### config.mk
export PLATFORM = sky130hd
export DESIGN_NAME = program_counter
export DESIGN_NICKNAME = d
export VERILOG_FILES = /design/src/rtl/program_counter_pkg.sv /design/src/rtl/program_counter.sv
export SDC_FILE = /design/constraint.sdc
export NUM_CORES = 1
export LEC_CHECK = 0
export CAP_MARGIN = 20
export CORE_MARGIN = 4
export CORE_UTILIZATION = 23
export CTS_BUF_LIST = sky130_fd_sc_hd__clkbuf_8 sky130_fd_sc_hd__clkbuf_16
export CTS_CLUSTER_SIZE = 16
export DETAILED_ROUTE_END_ITERATION = 7
export DONT_BUFFER_PORTS = 1
export PLACE_DENSITY = 0.39
export SLEW_MARGIN = 25
export SYNTH_ARGS = -nofsm -noshare
export SYNTH_HDL_FRONTEND = slang
export SYNTH_SLANG_ARGS = --single-unit
### constraint.sdc
create_clock -name clock -period 2.56 [get_ports clock]
set_clock_uncertainty 0.15 [all_clocks]
set_input_delay 0.128 -clock clock [delete_from_list [all_inputs] [get_ports clock]]
set_output_delay 0.128 -clock clock [all_outputs]
set_load 0.01 [all_outputs]
### src/rtl/program_counter_pkg.sv
// rtl/program_counter_pkg.sv - shared constants and types for the fetch-stage program counter
//
// Purpose: address width, instruction increment, default reset vector and the
// address type used by the fetch stage.
package program_counter_pkg;

  localparam int XLEN = 32;

  // Every RV32 instruction fetched here is 4 bytes; pc_next steps by this.
  localparam int INSTR_BYTES = 4;

  localparam logic [XLEN-1:0] RESET_ADDR = 32'h0000_0000;

  typedef logic [XLEN-1:0] addr_t;

endpackage

### src/rtl/program_counter.sv
// rtl/program_counter.sv - fetch-stage program counter with stall and redirect
//
// Purpose: holds the current fetch address and selects the next one each
// enabled cycle, either the sequential successor or a redirect target.
//
// Ports:
//   clock             in   rising-edge clock
//   rst               in   synchronous, active-high reset (loads RESET_ADDR)
//   enable            in   PC write enable; 0 stalls fetch and drops any redirect
//   pc_src            in   0 = sequential (pc_next), 1 = redirect (pc_target)
//   pc_target         in   [XLEN-1:0] redirect address, loaded verbatim
//   pc_current        out  [XLEN-1:0] registered fetch address
//   pc_next           out  [XLEN-1:0] combinational pc_current + 4 (modulo 2^XLEN)
//   target_misaligned out  only with PC_MISALIGN_CHK_EN: redirect target not
//                          word aligned (flag for the exception unit)
//
// Build option: PC_MISALIGN_CHK_EN adds the target_misaligned output.
module program_counter #(
  parameter int               XLEN       = program_counter_pkg::XLEN,
  parameter logic [XLEN-1:0]  RESET_ADDR = program_counter_pkg::RESET_ADDR
) (
  input  logic            clock,
  input  logic            rst,
  input  logic            enable,
  input  logic            pc_src,
  input  logic [XLEN-1:0] pc_target,
`ifdef PC_MISALIGN_CHK_EN
  output logic            target_misaligned,
`endif
  output logic [XLEN-1:0] pc_current,
  output logic [XLEN-1:0] pc_next
);

  import program_counter_pkg::*;

  logic [XLEN-1:0] pc_d;
  logic [XLEN-1:0] pc_q;

  // Wraps silently at the top of the address space; no carry is reported.
  assign pc_next    = pc_q + XLEN'(INSTR_BYTES);
  assign pc_current = pc_q;

  // Branching on pc_src (rather than masking) keeps an undriven pc_target
  // from leaking into the PC on sequential or stalled cycles.
  always_comb begin
    pc_d = pc_q;
    if (rst) begin
      pc_d = RESET_ADDR;
    end else if (enable) begin
      if (pc_src) begin
        pc_d = pc_target;
      end else begin
        pc_d = pc_next;
      end
    end
  end

  always_ff @(posedge clock) begin
    pc_q <= pc_d;
  end

`ifdef PC_MISALIGN_CHK_EN
  // Only meaningful for a redirect that will actually be taken this edge.
  assign target_misaligned = enable & pc_src & ~rst & (pc_target[1:0] != 2'b00);
`endif

endmodule

* Word-level counts from Yosys, hierarchy flattened
Index checks and enable logic that the tools add are counted.
** Word-level totals
- Flip-flop bits (word level) :: 32
- Bits of input ports :: 36
- Output and inout bits :: 64
- Word-level logic and storage cells :: 3
** Operators by class
- Add/subtract/negate cells :: 1
- Muxes and demuxes :: 1
** Operators with widths (number)
- adder 32 x 3 -> 32 bit (second input constant) :: 1
- 2-to-1 mux 32 bit :: 1

* Logic depth before layout (Yosys ltp)
- Depth in word-level cells :: 2
- Gate-level depth with buffers :: 7
- Mapped depth without buffers :: 5

* Worst setup path after synthesis
No wires, ideal clock.
- Kind :: flip-flop to output port
- Start point :: register pc_q[2] (netlist: pc_current[2])
- End point :: output port pc_next[18]
- Arrival :: 1.747 ns
- Required time :: 2.282 ns
- Setup slack :: 0.535 ns
- Cell stages (with the launch flop) :: 6
- Buffers on the path :: 1
- Cells stage by stage :: dfxtp_1 > ha_1 > nand3_1 > clkbuf_1 > nor4_1 > xor2_1
** On the way
- Cells in the longest elaborated chain, start to end :: 1
** RTL lines
- start: declaration :: RTL line program_counter.sv:37 : logic [XLEN-1:0] pc_q;
- start signal: assignment :: RTL line program_counter.sv:59 : pc_q <= pc_d;
- adder 32 x 3 -> 32 bit :: RTL line program_counter.sv:40 : assign pc_next = pc_q + XLEN'(INSTR_BYTES);
- end: declaration :: RTL line program_counter.sv:31 : output logic [XLEN-1:0] pc_next
No other way between the ends.

* Worst setup path after layout
- Start point :: register pc_q[17] (netlist: pc_current[17])
- End point :: output port pc_next[22]
The elaborated chain is that of the path after synthesis.

==> impl_metrics.py <==
metrics = {
    "power": {
        "combPwrFrac": 0.196,
        "ir_drop_v": 0.000216,
        "switching_share": 0.295,
        "leakagePower_nw": 1.27,
        "power_density_nw_per_um2": 456,
        "power_switching_mw": 0.471,
        "clockPowerShare": 0.447,
        "p_int_mw": 1.13,
        "p_seq_frac": 0.357,
    },
    "placement": {
        "port_buffers": 0,
        "routabilityCongestion": 0.768,
        "place_ws_ns": 0.315,
        "dpl.hpwl_mm": 7.41,
    },
    "critical_path": {
        "crit_path_end_kind": "output port",
        "critPathRequiredTime_ns": 2.28,
        "cp.arrival_ns": 2.18,
        "critPathMaxFanout": 7,
        "crit_type": "flop to output port",
        "start_kind": "flop",
        "cp_cell_sequence": "nand4_4, or4_4, nor3_2, xor2_1, buf_4",
        "cp_slowest_cell": "or4_4",
        "critPathMaxStageDelay_ns": 0.61,
    },
    "synthesis": {
        "synthArstFlopShare": 0,
        "synth_most_common_cell": "nand2_1",
        "ys_top_cells_by_count": "nand2_1, nor2_1, dfxtp_1, clkbuf_1",
        "ys_ff_latch": 32,
        "synth_top_area_share": 0.247,
        "yosys-top-cells-area": "dfxtp_1, xnor2_1, nand2_1, nor2_1, nand4_1",
        "syn_area_per_cell_um2": 7.42,
        "syn_nets": 386,
        "synth_edf_count": 0,
        "ys_warn_count": 0,
        "netlist_area_um2": 2590,
        "yosysUniqueCellTypes": 57,
        "synth_cells": 349,
        "yosysTopAreaCell": "dfxtp_1",
        "ys_seq_area_frac": 0.247,
        "ys.flop_type": "dfxtp_1",
    },
    "drt": {
        "via_per_inst": 5.40,
        "drtIter0Drc": 157,
        "wl_per_cell_um": 20.7,
        "vias": 2919,
        "routed_wl_mm": 11.2,
        "ant_nets": 0,
        "first_pass_iters": 4,
        "drc_errors": 0,
    },
    "cells_and_area": {
        "area_growth_pct": 35.3,
        "nFillCells": 1216,
        "largest_reg_flops": 32,
        "drive_above_1_share": 0.160,
        "final_nets": 437,
        "multi_input_area_um2": 1760,
        "regArea_um2": 642,
        "antenna_cells": 0,
    },
    "clock_network": {
        "clock_path_buffers": 2,
        "cts_tree": "yes",
        "root_buffer": "clkbuf_16",
        "clk_pin_slew_ns": 0.06,
        "clock_latency_ns": 0.28,
        "cts-buffers-inserted": 5,
        "clock-sinks": 32,
        "htreeDepth": 2,
    },
    "timing": {
        "tightest_slew_ns": 0.581,
        "rsz0062_at_grt": "no",
        "max-slew-margin-rel": 0.613,
        "fmaxAchievable_mhz": 407,
        "fin_ws_ns": 0.103,
        "maxSlewViolCount": 0,
        "final_hold_viol_count": 1,
        "setup_viol": 0,
        "setup_tns_ns": 0,
        "period_minus_slack_ns": 2.46,
        "holdWs_ns": -0.0144,
        "finalCritPeriodShare": 0.960,
    },
    "global_route": {
        "grt_util_all_layers": 0.170,
        "overflow": 0,
        "grt_pass1_vias": 2915,
        "grt_pass1_wl_mm": 17.3,
        "grt_max_degree": 33,
        "antenna_found_initial": 1,
    },
    "min_path": {
        "hp-class": "input pin to flop",
    },
    "floorplanning": {
        "core_area_um2": 10900,
        "die_x_um": 114,
        "start_util": 0.237,
        "die-area_um2": 13000,
        "ios": 100,
        "die_h_um": 114,
        "row_count": 38,
    },
    "status": {
        "violations": "negative hold slack",
        "status": "finished with violations",
    },
    "run": {
        "maxCapViolations": 0,
    },
}
area by class of cell:
class / count / area share
multi-input combinational: 268 / 0.501
clock buffer: 5 / 0.0357
clock inverter: 3 / 0.0121
sequential: 32 / 0.183
inverter: 15 / 0.0161
tap: 140 / 0.0500
timing repair buffer: 78 / 0.201
cell families (layout without fill, tap and decap cells):
logic type | count (synthesis) | after routing | synth area share
xor gates and xnor gates | 27 | 27 | 0.0913
AOI/OAI and AO/OA | 92 | 92 | 0.256
buffers and inverters | 49 | 101 | 0.0822
adders and majority gates | 1 | 1 | 0.00483
muxes | 4 | 4 | 0.0159
and+or+nand+nor | 144 | 144 | 0.303
DFF | 32 | 32 | 0.247
routing by layer:
layer | wire, µm | global-route usage | vias up
met2 | 5320 | 0.278 | 71
met5 | 7 | 0 | -
met3 | 650 | 0.0407 | 10
li1 | - | - | 1401
met4 | 114 | 0.0356 | 2
met1 | 5100 | 0.228 | 1435
worst max-delay path, delay by kind of cell (launching register included):
kind          cells  cell delay, ns
simple gates      3            1.05
flops             1            0.55
xor+xnor          1            0.16
buf+inv           1            0.14
per-stage QoR:
stage / total power [mW] / hold WS [ns] / std cells / instance area [µm²] / util
2_1_floorplan: 0.761 / 0.114 / 349 / 2590 / -
3_3_place_gp: 0.819 / 0.0557 / 492 / 2890 / 0.264
3_5_place_dp: 0.819 / 0.0555 / 492 / 2890 / 0.264
4_1_cts: 1.62 / 0.00151 / 540 / 3470 / 0.318
5_1_grt: 1.66 / 0.00818 / 541 / 3500 / 0.320
6_report: 1.60 / -0.0144 / 541 / 3500 / 0.320
cells in the final DEF, fill, tap and decap left out, drive strengths merged, types with 8 or more instances in the layout:
cell type | synthesis | final
dlygate4sd3 | 0 | 38
buf | 15 | 40
nor2 | 36 | 36
xor2 | 10 | 10
nor4 | 12 | 12
nand4 | 16 | 16
dfxtp | 32 | 32
nand3 | 15 | 15
a22oi | 8 | 8
a31oi | 11 | 11
nand2 | 38 | 38
a21oi | 17 | 17
o21ai | 12 | 12
xnor2 | 17 | 17
inv | 14 | 14
repair_timing:
action / CTS / global route
resized for setup: 0 / 4
setup buffers: 0 / 1
setup endpoints to repair: 0 / 11
hold endpoints to repair: 32 / 0
hold buffers: 40 / 0
worst paths after layout:
check,start,to,slack (ns),cells after the start
worst max-delay path,pc_current[17]$_SDFFE_PP0P_,pc_next[22],0.10,5
worst min register to register,pc_current[13]$_SDFFE_PP0P_,pc_current[13]$_SDFFE_PP0P_,0.45,2
worst min-delay path,pc_src,pc_current[13]$_SDFFE_PP0P_,-0.01,3
worst max register to register,pc_current[9]$_SDFFE_PP0P_,pc_current[18]$_SDFFE_PP0P_,0.14,7
power groups by stage:
| stage | sequential (mW) | combinational (mW) | clock [mW] |
|---|---|---|---|
| floorplan | 0.586 | 0.175 | 0 |
| global placement | 0.582 | 0.236 | 0 |
| detailed placement | 0.582 | 0.237 | 0 |
| CTS | 0.571 | 0.317 | 0.728 |
| global route | 0.576 | 0.344 | 0.743 |
| finish | 0.571 | 0.314 | 0.714 |
Power figures use the tool's default switching activity.
